==> src/rtl/armedf_pkg.sv <==
// Shared constants and types for the sound CPU interface.
//   IPL_NONE / IPL_VBL      : 68000 interrupt priority encodings (active-low)
//   Z80_IRQ_PERIOD_DEFAULT  : default Z80 timer period in Z80 clock enables
//   latch_byte_t            : 68000 -> Z80 sound command byte
package armedf_pkg;
  localparam logic [2:0] IPL_NONE = 3'b111;
  localparam logic [2:0] IPL_VBL  = 3'b110;
  localparam int unsigned Z80_IRQ_PERIOD_DEFAULT = 512;
  typedef logic [7:0] latch_byte_t;
endpackage

==> src/rtl/sound_irq_ctrl_edge_rise.sv <==
// edge_rise: registered rising-edge detector.
//   clk_sys : system clock
//   reset_n : asynchronous active-low reset, clears the history bit
//   d       : level input
//   rise    : high in the first cycle d is high (combinational from d)
// The history bit resets to 0, so a level already high when reset is
// released is reported as an edge on the first clock.
module edge_rise (
  input  logic clk_sys,
  input  logic reset_n,
  input  logic d,
  output logic rise
);
  logic d_q;

  always_ff @(posedge clk_sys or negedge reset_n) begin
    if (!reset_n) d_q <= 1'b0;
    else          d_q <= d;
  end

  assign rise = d & ~d_q;
endmodule

==> src/rtl/sound_irq_ctrl.sv <==
// sound_irq_ctrl: 68000 -> Z80 sound latch, 68000 vblank IRQ (level 1) and
// Z80 periodic timer interrupt with acknowledge handling.
// Ports:
//   clk_sys, reset_n          : clock, asynchronous active-low reset
//   m68k_din/rw/lds_n         : 68000 bus (only din[7:0] used)
//   sound_latch_cs, irq_ack_cs: decoded 68000 selects
//   vbl                       : vertical blank level
//   m68k_ipl_n                : 68000 IPL, 3'b110 while vblank pending
//   z80_clk_en, IORQ_n, M1_n  : Z80 clock enable and bus control
//   z80_latch_r_cs/clr_cs     : decoded Z80 latch read / clear selects
//   latch_dout                : latch contents to the Z80 data mux
//   z80_int_n                 : Z80 INT, active-low
// Optional build macro SOUND_IRQ_DEBUG_EN adds saturating event counters
// dbg_latch_wr, dbg_latch_rd and dbg_z80_irq_lost.
// No valid/ready handshakes here: every select acts once per bus cycle on
// the rising edge of its qualifying condition.
module sound_irq_ctrl
  import armedf_pkg::*;
#(
  parameter int unsigned IRQ_PERIOD = Z80_IRQ_PERIOD_DEFAULT
) (
  input  logic        clk_sys,
  input  logic        reset_n,
  input  logic [15:0] m68k_din,
  input  logic        m68k_rw,
  input  logic        m68k_lds_n,
  input  logic        sound_latch_cs,
  input  logic        irq_ack_cs,
  input  logic        vbl,
  output logic [2:0]  m68k_ipl_n,
  input  logic        z80_clk_en,
  input  logic        IORQ_n,
  input  logic        M1_n,
  input  logic        z80_latch_r_cs,
  input  logic        z80_latch_clr_cs,
  output logic [7:0]  latch_dout,
`ifdef SOUND_IRQ_DEBUG_EN
  output logic [15:0] dbg_latch_wr,
  output logic [15:0] dbg_latch_rd,
  output logic [15:0] dbg_z80_irq_lost,
`endif
  output logic        z80_int_n
);
  localparam logic [15:0] CNT_MAX = 16'(IRQ_PERIOD - 1);

  logic wr_rise, clr_rise, rd_rise, ack_rise, vbl_rise, inta_rise;
  latch_byte_t latch_q;
  logic        m68k_pend, z80_pend;
  logic [15:0] cnt_q;
  logic        wrap;

  edge_rise u_wr   (.clk_sys, .reset_n, .d(sound_latch_cs & ~m68k_rw & ~m68k_lds_n), .rise(wr_rise));
  edge_rise u_clr  (.clk_sys, .reset_n, .d(z80_latch_clr_cs), .rise(clr_rise));
  edge_rise u_rd   (.clk_sys, .reset_n, .d(z80_latch_r_cs),   .rise(rd_rise));
  edge_rise u_ack  (.clk_sys, .reset_n, .d(irq_ack_cs & ~m68k_rw), .rise(ack_rise));
  edge_rise u_vbl  (.clk_sys, .reset_n, .d(vbl),              .rise(vbl_rise));
  edge_rise u_inta (.clk_sys, .reset_n, .d(~IORQ_n & ~M1_n),  .rise(inta_rise));

  // Latch: a 68000 write takes priority over a coincident Z80 clear.
  always_ff @(posedge clk_sys or negedge reset_n) begin
    if (!reset_n)      latch_q <= '0;
    else if (wr_rise)  latch_q <= m68k_din[7:0];
    else if (clr_rise) latch_q <= '0;
  end

  // 68000 vblank pending: set wins over acknowledge.
  always_ff @(posedge clk_sys or negedge reset_n) begin
    if (!reset_n)       m68k_pend <= 1'b0;
    else if (vbl_rise)  m68k_pend <= 1'b1;
    else if (ack_rise)  m68k_pend <= 1'b0;
  end

  assign wrap = z80_clk_en && (cnt_q == CNT_MAX);

  always_ff @(posedge clk_sys or negedge reset_n) begin
    if (!reset_n)        cnt_q <= '0;
    else if (wrap)       cnt_q <= '0;
    else if (z80_clk_en) cnt_q <= cnt_q + 16'd1;
  end

  // Z80 pending: set wins over INT-ack; a wrap while pending is dropped.
  always_ff @(posedge clk_sys or negedge reset_n) begin
    if (!reset_n)       z80_pend <= 1'b0;
    else if (wrap)      z80_pend <= 1'b1;
    else if (inta_rise) z80_pend <= 1'b0;
  end

  assign latch_dout = latch_q;
  assign m68k_ipl_n = m68k_pend ? IPL_VBL : IPL_NONE;
  assign z80_int_n  = ~z80_pend;

`ifdef SOUND_IRQ_DEBUG_EN
  always_ff @(posedge clk_sys or negedge reset_n) begin
    if (!reset_n) begin
      dbg_latch_wr     <= '0;
      dbg_latch_rd     <= '0;
      dbg_z80_irq_lost <= '0;
    end else begin
      if (wr_rise && dbg_latch_wr != 16'hFFFF) dbg_latch_wr <= dbg_latch_wr + 16'd1;
      if (rd_rise && dbg_latch_rd != 16'hFFFF) dbg_latch_rd <= dbg_latch_rd + 16'd1;
      if (wrap && z80_pend && dbg_z80_irq_lost != 16'hFFFF)
        dbg_z80_irq_lost <= dbg_z80_irq_lost + 16'd1;
    end
  end
  logic unused_dbg;
  assign unused_dbg = &{1'b0, m68k_din[15:8]};
`else
  logic unused_dbg;
  assign unused_dbg = &{1'b0, m68k_din[15:8], rd_rise};
`endif
endmodule

==> config.mk <==
export PLATFORM = sky130hd
export DESIGN_NAME = sound_irq_ctrl
export DESIGN_NICKNAME = d
export VERILOG_FILES = /design/src/rtl/armedf_pkg.sv /design/src/rtl/sound_irq_ctrl_edge_rise.sv /design/src/rtl/sound_irq_ctrl.sv
export SDC_FILE = /design/constraint.sdc
export NUM_CORES = 1
export LEC_CHECK = 0
export CORE_UTILIZATION = 40
export DETAILED_ROUTE_END_ITERATION = 16
export DONT_BUFFER_PORTS = 1
export SYNTH_ARGS = -nofsm -noshare
export SYNTH_HDL_FRONTEND = slang
export SYNTH_HIERARCHICAL = 1
export SYNTH_SLANG_ARGS = --single-unit
==> constraint.sdc <==
create_clock -name clk_sys -period 2.5 [get_ports clk_sys]
set_clock_uncertainty 0.05 [all_clocks]
set_input_delay 0.625 -clock clk_sys [delete_from_list [all_inputs] [get_ports clk_sys]]
set_output_delay 0.625 -clock clk_sys [all_outputs]
set_load 0.02 [all_outputs]
Yosys cells after proc, flatten, opt, wreduce, memory -nomap -nowiden --
Index checks and enable logic that the tools add are counted.
Storage, ports and cells: output and inout bits 12, logic and storage cells 44, bits in registers 31
Operators by class: add/sub/neg operators 1, bitwise logic cells 19, reductions and logical operators 5, eq/ne operators 1, multiplexer cells 9
Operator list (number):
- 2-to-1 mux 16 bit | 2
- adder 16 x 1 -> 16 bit, second input constant | 1
- == test 16 x 9 -> 1 bit, second input constant | 1
- 2-to-1 mux 8 bit | 2
- inverter 1 bit | 10
- bitwise AND 1 bit | 9
- nonzero test 2 bit | 4
- 2-to-1 mux 1 bit | 5
- logical AND 1 bit | 1

Longest topological paths before layout --
word-level depth 5, mapped depth 6

Cells and area by module --
Netlist, hierarchy kept.
Modules (own cells, without submodules):
- sound_irq_ctrl | seq. area each 650.6 µm², times used 1, cells each 99, area each 1143.6 µm²
- edge_rise | seq. area each 25.0 µm², times used 5, cells each 2, area each 38.8 µm²

Worst setup path after synthesis --
No wires, ideal clock.
path kind in2reg, from input port m68k_rw, to register latch_q[0] (netlist: latch_dout[0]), library setup time 0.121 ns, stages on the path 5, required time 2.329 ns, path slack 0.720 ns, arrival 1.609 ns, path buffers 1, path through nor3b_1 > nor2b_4 > clkbuf_1 > nor2_1 > a22o_1
Between the ends: cells in the longest elaborated chain, start to end 5, elaborated cells between the ends (all ways) 6, classes of those cells mux (1); bitwise (4); reduce/logical (1)
RTL lines:
- start, declared | line sound_irq_ctrl.sv:25 | input logic m68k_rw,
- inverter 1 bit (*) | line sound_irq_ctrl.sv:52 | edge_rise u_wr (.clk_sys, .reset_n, .d(sound_latch_cs & ~m68k_rw & ~m68k_lds_n), .rise(wr_rise));
- bitwise AND 1 bit (*) (2 in a row) | line sound_irq_ctrl.sv:52
- bitwise AND 1 bit (*) | line sound_irq_ctrl_edge_rise.sv:21 | assign rise = d & ~d_q;
- named net wr_rise | line sound_irq_ctrl.sv:46 | logic wr_rise, clr_rise, rd_rise, ack_rise, vbl_rise, inta_rise;
- 2-to-1 mux 8 bit or nonzero test 2 bit (tied branches)
- end signal, assigned | line sound_irq_ctrl.sv:62 | else if (wr_rise) latch_q <= m68k_din[7:0];
- end, declared | line sound_irq_ctrl.sv:47 | latch_byte_t latch_q;
The timed path passes the listed nets; every way through them passes the cells marked *. A chain may end at the register's enable or synchronous reset.

Worst setup path in the final report --
from register cnt_q[0], to register cnt_q[9]
Between the ends: cells in the longest elaborated chain, start to end 3, elaborated cells between the ends (all ways) 6, classes of those cells add/sub (1); eq/ne (1); mux (2); reduce/logical (2)
RTL lines:
- start, declared | line sound_irq_ctrl.sv:49 | logic [15:0] cnt_q;
- start signal, assigned | line sound_irq_ctrl.sv:78 | else if (z80_clk_en) cnt_q <= cnt_q + 16'd1;
- adder 16 x 1 -> 16 bit or == test 16 x 9 -> 1 bit (tied branches) | line sound_irq_ctrl.sv:78, sound_irq_ctrl.sv:73
- 2-to-1 mux 16 bit or logical AND 1 bit (tied branches) | line sound_irq_ctrl.sv:78, sound_irq_ctrl.sv:73
- 2-to-1 mux 16 bit or nonzero test 2 bit (tied branches)
Parallel ways exist; a longest one is shown, timed or not. The select of a mux whose other input is x is not followed.

==> impl_metrics.json <==
{
  "status": "complete, no violations",
  "clk_path_buf_depth": 2,
  "grt-ovfl-total": 0,
  "crit_chain": "ha_1 > nand2_1 > nor3_2 > and3_1 > o21ai_0",
  "busiest_layer": "met2",
  "clock.fmax_ghz": 0.609,
  "synth_edf_count": 0,
  "cts.clk_slew.worst_paths_ps": 100,
  "antenna_found_initial": 0,
  "slowest_delay_ps": 420,
  "fin_crit_ps": 1640,
  "die_y_microns": 59.8,
  "ys_seq_elements": 31,
  "period_share": 0.656,
  "r2r_end": "cnt_q[9]",
  "p_per_area_nw_per_um2": 733,
  "use_met2": 0.224,
  "start_util": 0.431,
  "slowest_stage": "dfrtp_1",
  "synth.area.mux_share": 0,
  "critPathTopFamily": "simple AND/OR/NAND/NOR gates",
  "reg2regPathDepth": 5,
  "n_fill_cell": 305,
  "synthSimpleGateAreaFrac": 0.205,
  "worstPathRequired_ps": 2660,
  "io_pins": 40,
  "setup_violations": 0,
  "synth.avg_cell_area_sq_um": 12.3,
  "cts_buffers": 5,
  "critical_path_arrival_ps": 1800,
  "synth-compound-area-share": 0.0935,
  "avgRoutedWirePerCell_microns": 13.0,
  "rrSetupSlack_ps": 860,
  "drive_gt1_frac": 0.165,
  "antenna_cells": 0,
  "synth_xor_area_frac": 0.0786,
  "regArea_sq_um": 776,
  "critPathLaunchType": "flip-flop",
  "cp_num_buf_inv": 0,
  "maxCapViolations": 0,
  "holdCritPathClass": "input pin to async pin",
  "cts_hold_buffers": 1,
  "die_w_microns": 59.8,
  "worst-path-stages": 5,
  "dr.pass1.iters": 4,
  "synth_flop_cell": "dfrtp_1",
  "dieArea_sq_um": 3580,
  "drt-total-wl_microns": 2060,
  "final_util": 0.465,
  "ctsResizeCount": 0,
  "cp_max_fo": 7,
  "fin_tns_setup_ps": 0,
  "port-buffer-count": 0,
  "drt_iter0_drc": 21,
  "synth-adder-area-share": 0.00935,
  "hold_viol": 0,
  "async_flop_share": 1.00,
  "num_vias": 808,
  "cts_max_level": 2,
  "peakVddDrop_v": 0.000466,
  "synth_warnings": 6,
  "place_congestion": 0.703,
  "cts_tree": "built",
  "postSynthCellCount": 109,
  "grt_pass1_vias": 798,
  "grtUsageMet3": 0.0714,
  "leakagePower_uw": 0.000634,
  "yosysSeqAreaShare": 0.580,
  "endpoint_kind": "flip-flop",
  "area_delta_synth_final_pct": 7.95,
  "drc": 0,
  "worstSkewPairLatency_ps": 330,
  "row_count": 20,
  "yosysUniqueCellTypes": 31,
  "coreArea_sq_um": 3100,
  "r2r-start": "cnt_q[0]",
  "viasPerCell": 5.08,
  "multi_input_comb_area_sq_um": 524,
  "grt_start_max_net_pins": 32,
  "maxSlewViolCount": 0,
  "ant_nets": 0,
  "root_buffer": "clkbuf_4",
  "grt_setup_unrepaired": "no",
  "use_met1": 0.146,
  "post-cts-setup-buffers": 0,
  "crit_start": "cnt_q[0]",
  "grt_pass1_wl_microns": 3460,
  "grt_usage": 0.139,
  "final_nets": 143,
  "dpl.hpwl_microns": 1440,
  "cts_num_sinks": 31,
  "synth_area_sq_um": 1340,
  "synth_top_family_by_area": "simple AND/OR/NAND/NOR gates",
  "path_class": "flip-flop to flip-flop"
}
per-stage QoR:
step | worst slack [ps] | total power, uW | instance area (sq um) | instances | hold slack, ps
floorplan | 720 | 753 | 1340 | 110 | 279
global placement | 781 | 771 | 1370 | 150 | 280
global route | 716 | 1120 | 1440 | 159 | 36.0
finish | 859 | 1060 | 1440 | 159 | 51.5
detailed placement | 734 | 781 | 1370 | 150 | 280
CTS | 841 | 1070 | 1440 | 159 | 46.3
flip-flops by register name (all words and copies together) (netlist names):
name,flops
cnt_q,16
m68k_pend,1
z80_pend,1
latch_dout,8
u_ack/d_q,1
u_clr/d_q,1
u_vbl/d_q,1
u_inta/d_q,1
u_wr/d_q,1
routing by layer:
metal | wire length (microns) | part of all wire
met1 | 934 | 0.45
met2 | 938 | 0.45
met3 | 141 | 0.068
met4 | 47 | 0.023
met5 | 0 | 0
final cells by class:
type / instances / area share
Multi-Input combinational cell: 71 / 0.363
Inverter: 4 / 0.0104
Tap cell: 44 / 0.0381
Clock buffer: 6 / 0.0286
Sequential cell: 31 / 0.537
Clock inverter: 2 / 0.00867
Timing Repair Buffer: 1 / 0.0139
synthesized netlist by cell type, drive strengths merged, types with 2 or more instances:
cell	count	area, sq um
nand2b	4	25.0
nor3	3	25.0
a22o	8	70.1
nor4	2	12.5
nand3	4	25.0
nand2	6	22.5
nor2b	6	75.1
nand4	6	43.8
nor2	6	22.5
o21bai	2	18.8
xnor2	11	96.3
o21ai	3	15.0
inv	4	15.0
buf	3	22.5
dfrtp	31	776
worst max-delay path by stage:
stage | slack [ps] | end
2_1_floorplan | 720 | latch_dout[0]
3_3_place_gp | 780 | latch_dout[7]
3_5_place_dp | 730 | latch_dout[4]
4_1_cts | 840 | cnt_q[9]
5_1_grt | 720 | cnt_q[9]
6_report | 860 | cnt_q[9]
layout by cell type (no fill, tap or decap), drive strengths merged, types with 3 or more instances in the layout:
master	n
a22o	8
nand4	6
xnor2	11
o21ai	3
nand2b	4
nor3	3
clkbuf	6
nor2	6
nand2	6
nand3	4
inv	4
nor2b	6
dfrtp	31
cells by family after synthesis:
kind of cell | count (synthesis)
AND/OR/NAND/NOR | 40
flip-flops | 31
XOR/XNOR | 12
adder cells (fa/ha/maj) | 1
AO/OA/AOI/OAI | 16
buffers and inverters | 8
other | 1
where the power goes:
part | internal (uW) | switching [uW]
Sequential | 564 | 84.7
Combinational | 68.0 | 63.8
Clock | 108 | 169
Total | 741 | 318
Power figures use the tool's default switching activity.
